File: src/rtl/operand_stack.sv
// Operand stack feeding the ALU: tos/nos present the two newest entries.
// One command per clock; failing commands only raise the sticky flags.
module operand_stack #(
    parameter int WIDTH = 8,
    parameter int DEPTH = 8,
    localparam int CW = $clog2(DEPTH + 1)
) (
    input  logic             clk,
    input  logic             rst_n,
    input  logic [2:0]       cmd,
    input  logic [WIDTH-1:0] push_data,
    input  logic [WIDTH-1:0] alu_result,
    output logic [WIDTH-1:0] tos,
    output logic [WIDTH-1:0] nos,
    output logic [CW-1:0]    count,
    output logic             empty,
    output logic             full,
    output logic             ovf,
    output logic             unf
);

    localparam int AW = (DEPTH > 1) ? $clog2(DEPTH) : 1;

    localparam logic [2:0] CMD_PUSH   = 3'd1;
    localparam logic [2:0] CMD_POP    = 3'd2;
    localparam logic [2:0] CMD_REDUCE = 3'd3;
    localparam logic [2:0] CMD_DUP    = 3'd4;
    localparam logic [2:0] CMD_SWAP   = 3'd5;
    localparam logic [2:0] CMD_CLEAR  = 3'd6;

    localparam logic [CW-1:0] ONE      = CW'(1);
    localparam logic [CW-1:0] TWO      = CW'(2);
    localparam logic [CW-1:0] FULL_CNT = CW'(DEPTH);

    // Entry 0 is the oldest; the newest live entry sits at cnt-1.
    logic [WIDTH-1:0] mem [DEPTH];
    logic [CW-1:0]    cnt;
    logic [CW-1:0]    cnt_nxt;
    logic [CW-1:0]    cm1;
    logic [CW-1:0]    cm2;
    logic [AW-1:0]    widx;
    logic [AW-1:0]    tidx;
    logic [AW-1:0]    nidx;
    logic             is_empty;
    logic             is_full;
    logic             has_two;
    logic [WIDTH-1:0] top_val;
    logic [WIDTH-1:0] next_val;

    logic             wr_a_en;
    logic [AW-1:0]    wr_a_idx;
    logic [WIDTH-1:0] wr_a_data;
    logic             wr_b_en;
    logic [AW-1:0]    wr_b_idx;
    logic [WIDTH-1:0] wr_b_data;
    logic             set_ovf;
    logic             set_unf;
    logic             clr;

    assign cm1      = cnt - ONE;
    assign cm2      = cnt - TWO;
    assign widx     = cnt[AW-1:0];
    assign tidx     = cm1[AW-1:0];
    assign nidx     = cm2[AW-1:0];
    assign is_empty = (cnt == '0);
    assign is_full  = (cnt == FULL_CNT);
    assign has_two  = (cnt >= TWO);

    // Gate storage reads by count so stale entries never reach the ALU.
    assign top_val  = is_empty ? '0 : mem[tidx];
    assign next_val = has_two  ? mem[nidx] : '0;

    assign tos   = top_val;
    assign nos   = next_val;
    assign count = cnt;
    assign empty = is_empty;
    assign full  = is_full;

    // Command decode: storage writes, next count and flag updates.
    always_comb begin
        wr_a_en   = 1'b0;
        wr_a_idx  = widx;
        wr_a_data = push_data;
        wr_b_en   = 1'b0;
        wr_b_idx  = nidx;
        wr_b_data = top_val;
        cnt_nxt   = cnt;
        set_ovf   = 1'b0;
        set_unf   = 1'b0;
        clr       = 1'b0;
        case (cmd)
            CMD_PUSH: begin
                if (is_full) begin
                    set_ovf = 1'b1;
                end else begin
                    wr_a_en = 1'b1;
                    cnt_nxt = cnt + ONE;
                end
            end
            CMD_POP: begin
                if (is_empty) set_unf = 1'b1;
                else          cnt_nxt = cnt - ONE;
            end
            CMD_REDUCE: begin
                if (!has_two) begin
                    set_unf = 1'b1;
                end else begin
                    wr_a_en   = 1'b1;
                    wr_a_idx  = nidx;
                    wr_a_data = alu_result;
                    cnt_nxt   = cnt - ONE;
                end
            end
            CMD_DUP: begin
                if (is_empty) begin
                    set_unf = 1'b1;
                end else if (is_full) begin
                    set_ovf = 1'b1;
                end else begin
                    wr_a_en   = 1'b1;
                    wr_a_data = top_val;
                    cnt_nxt   = cnt + ONE;
                end
            end
            CMD_SWAP: begin
                if (!has_two) begin
                    set_unf = 1'b1;
                end else begin
                    wr_a_en   = 1'b1;
                    wr_a_idx  = tidx;
                    wr_a_data = next_val;
                    wr_b_en   = 1'b1;
                end
            end
            CMD_CLEAR: begin
                clr     = 1'b1;
                cnt_nxt = '0;
            end
            default: ;
        endcase
    end

    // Storage needs no reset: everything above count is masked on read.
    always_ff @(posedge clk) begin
        if (wr_a_en) mem[wr_a_idx] <= wr_a_data;
        if (wr_b_en) mem[wr_b_idx] <= wr_b_data;
    end

    // Entry count; reset empties the stack without waiting for an edge.
    always_ff @(posedge clk or negedge rst_n) begin
        if (!rst_n) cnt <= '0;
        else        cnt <= cnt_nxt;
    end

    // Sticky error flags, cleared only by CLEAR or reset.
    always_ff @(posedge clk or negedge rst_n) begin
        if (!rst_n) begin
            ovf <= 1'b0;
            unf <= 1'b0;
        end else if (clr) begin
            ovf <= 1'b0;
            unf <= 1'b0;
        end else begin
            if (set_ovf) ovf <= 1'b1;
            if (set_unf) unf <= 1'b1;
        end
    end

endmodule

File: config.mk
export PLATFORM = sky130hd
export DESIGN_NAME = operand_stack
export DESIGN_NICKNAME = d
export VERILOG_FILES = /design/src/rtl/operand_stack.sv
export SDC_FILE = /design/constraint.sdc
export NUM_CORES = 1
export LEC_CHECK = 0
export ABC_AREA = 1
export BUFFER_PORTS_ARGS = -buffer_cell sky130_fd_sc_hd__buf_2
export CAP_MARGIN = 20
export CORE_MARGIN = 4
export CORE_UTILIZATION = 61
export DETAILED_ROUTE_END_ITERATION = 6
export PLACE_DENSITY_LB_ADDON = 0.2
export SLEW_MARGIN = 10
export SYNTH_ARGS = -nofsm -noshare
export SYNTH_HDL_FRONTEND = slang
export SYNTH_SLANG_ARGS = --single-unit
File: constraint.sdc
create_clock -name clk -period 3.9 [get_ports clk]
set_input_delay 0.195 -clock clk [delete_from_list [all_inputs] [get_ports clk]]
set_output_delay 0.195 -clock clk [all_outputs]
set_load 0.01 [all_outputs]
==> flow_summary_export.csv <==
group,metric,value,unit
run_status,status,"completed",
finish,syn_to_final_growth,9.76,%
worst_setup_path,crit_arrival,3.28,ns
worst_setup_path,path_cells,"buf_4 > inv_1 > buf_4 > ha_1 > buf_4 > nor2_1 > o21ai_0 > nand3_1 > nand2_1 > nor2_2 > buf_2",
routing,vias,5559,
worst_setup_path,critPathBufInv,5,
routing,vias_per_cell,5.85,
timing,tightest_slew,0.749,ns
finish,nFillCells,733,
timing,fin_setup_tns,0,ns
routing,routedWlPerCell,18.8,um
worst_setup_path,critPathSlowestCell,"nor2_2",
yosys,syn_inst,799,
run,drv_cap,0,
global_route,grt_pass1_vias,5103,
finish,final_nets,870,
die,dieArea,10300,um^2
worst_setup_path,critPathTopFamily,"buffers and inverters",
global_route,grt_start_max_net_pins,74,
worst_setup_path,rrSetupSlack,0.80,ns
global_route,grt_pass1_wl,27500,um
yosys,synthAdderAreaFrac,1.88,%
timing,finalHoldViolCount,0,
worst_setup_path,startpoint_type,"register",
routing,wirelength,17900,um
yosys,synth-seq-cells,70,
routing,drtIter0Drc,675,
finish,layout-drive-gt1-share,15.4,%
global_route,grt_usage,36.0,%
clocking,numCtsBuffers,9,
place,port_buffers,44,
timing,setup-violations-final,0,
yosys,synth_xor_xnor_area_share,0.164,%
yosys,synth-simple-area-share,44.9,%
power,p_leak,2.97,nW
place,gp_congestion,1.10,
worst_setup_path,reg2reg_from,"count[1]",
yosys,synth_compound_area_share,5.72,%
finish,n_antenna_cell,0,
yosys,syn_nets,828,
die,rows,33,
worst_setup_path,reg2regPathDepth,12,
worst_setup_path,path_max_fanout,25,
yosys,synth-seq-area-share,38.8,%
routing,ant_nets,0,
timing,fmax,288,MHz
routing,drc,0,
yosys,synth_top_family_by_area,"simple AND/OR/NAND/NOR gates",
global_route,grt-ovfl-total,0,
clocking,htreeDepth,3,
power,ir_drop,0.514,mV
clocking,cts.sinks,70,
yosys,synth_mux_area_share,0,%
clocking,clock_path_buffers,2,
routing,dr.pass1.iters,6,
worst_setup_path,regToRegEndpoint,"mem[5][1]",
clocking,worstSkewPairLatency,0.36,ns
place,hpwl,12900,um
yosys,avgSynthCellArea,6.68,um^2
global_route,antenna_found_initial,0,
die,core,8380,um^2
power,power_per_cell_area,928,nW/um^2
die,die_h,102,um
worst_setup_path,worstSetupPathType,"reg2out",
worst_setup_path,crit_required,3.70,ns
worst_setup_path,cp-end-kind,"output port",
die,ios,45,
min_path,hp-class,"in2async",
timing,skew,0.0132,ns
yosys,ys.warnings.count,0,
worst_setup_path,crit_path_frequent_cell,"buf_4",
clocking,clkSlewWorstSetupHoldPaths,0.09,ns
clocking,cts_resized,0,
timing,fin_crit_sh,89.0,%
yosys,synth_cell_types,27,
timing,max_slew_margin,50.1,%
die,die_w,102,um
worst_setup_path,crit_cells,11,
timing,rsz0062_at_grt,"no",
worst_setup_path,worst_path_largest_cell_delay,0.53,ns
yosys,synth.cell_area,5340,um^2
clocking,cts_tree,"built",
place,post-place-ws,0.924,ns
clocking,cts-root-buf,"clkbuf_8",
timing,layout_setup_ws,0.428,ns
timing,post-route-min-period,3.47,ns
timing,slew_viol_final,0,
die,start_util,63.7,%
## timing repair
| action | 4_1_cts | 5_1_grt |
|---|---|---|
| hold endpoints to repair | 6 | 0 |
| hold buffers | 1 | 0 |
| buffers inserted | 0 | 0 |
## metrics by stage
stage	hold slack [ns]	instances	utilization (%)	power, mW	instance area (um^2)
6_report	0.174	951	69.9	5.44	5860
5_1_grt	0.177	951	69.9	5.74	5860
4_1_cts	0.173	951	69.9	5.33	5860
3_5_place_dp	0.0308	934	67.0	4.64	5620
3_3_place_gp	0.0264	934	67.0	4.57	5620
2_1_floorplan	-0.101	799	-	3.45	5340
## Yosys cell counts
cell type,n,area share [%]
o211ai_1,4,0.56
nand2_4,1,0.21
nor2_4,7,1.5
nand3_1,96,9.0
o21ai_0,22,2.1
nand3_2,9,1.7
a21oi_2,6,0.98
clkbuf_1,4,0.28
nor2_1,43,3.0
buf_2,15,1.4
o21a_1,1,0.14
buf_4,2,0.28
clkinv_1,1,0.070
nand2_1,387,27
nor2_2,10,1.2
clkbuf_2,1,0.094
a21oi_1,19,1.8
dfrtp_1,6,2.8
inv_2,15,1.1
ha_1,8,1.9
buf_6,5,1.1
nor3_1,2,0.19
xor2_1,1,0.16
nand2_2,8,0.94
edfxtp_1,64,36
o21ai_1,2,0.19
inv_1,60,4.2
## report_power, final
group / leakage (nW) / switching (mW) / internal [mW]
logic: 2.20 / 2.66 / 0.967
clock network: 0.111 / 0.319 / 0.368
registers: 0.657 / 0.0883 / 1.03
## per-layer routing
layer / GRT usage, % / wire, um / vias up / part of all wire, %
met5: 0 / 0 / - / 0
met4: 20.9 / 1030 / 0 / 5.7
met3: 8.95 / 2280 / 82 / 13
met2: 54.2 / 7930 / 393 / 44
met1: 47.1 / 6680 / 2456 / 37
li1: - / - / 2628 / -
## sequential cells by signal, indices dropped and copies added, names as in the netlist
register and cells:
count 4, unf 1, mem 64, ovf 1
## kinds of logic after synthesis
logic type,after synthesis
buffers and inverters,103
adder cells (fa/ha/maj),8
flip-flops,70
AO/OA/AOI/OAI,54
AND/OR/NAND/NOR,563
XOR/XNOR,1
## worst reg2reg max path, cell delays in order (launching register included)
cell	delay, ns
dfrtp_1	0.33
buf_4	0.26
inv_1	0.07
buf_4	0.24
ha_1	0.25
nand2_2	0.29
inv_1	0.13
nand2_1	0.12
nand2_1	0.07
o211ai_1	0.17
nand3_1	0.36
o21ai_0	0.28
buf_4	0.21
## worst max path at each step
stage	to	start	slack, ns
after floorplan	mem[1][0]	count[1]	1.01
after global placement	mem[0][5]	count[1]	0.95
after detailed placement	mem[3][4]	count[1]	0.92
final	tos[6]	count[1]	0.43
after global routing	tos[6]	count[1]	0.37
after CTS	tos[6]	count[1]	0.55
## cell type report
type	count	area [um^2]	area share [%]
Sequential cell	70	2070	35.4
Timing Repair Buffer	58	328	5.60
Clock buffer	9	124	2.12
Multi-Input combinational cell	626	2810	48.0
Inverter	76	285	4.87
Clock inverter	7	103	1.75
Tap cell	105	131	2.24
## placed cells by master (no fill, tap or decap), drive strengths merged
cell type and n:
nand2 396, nand3 105, inv 78, edfxtp 64, nor2 60, buf 57
a21oi 25, o21ai 24, clkbuf 9, ha 8, dfrtp 6, o211ai 4
nor3 2, bufinv 2, clkinv 2, o21a 1, xor2 1, clkinvlp 1
dlygate4sd3 1
Note: power is estimated with default switching activity, not from simulation.
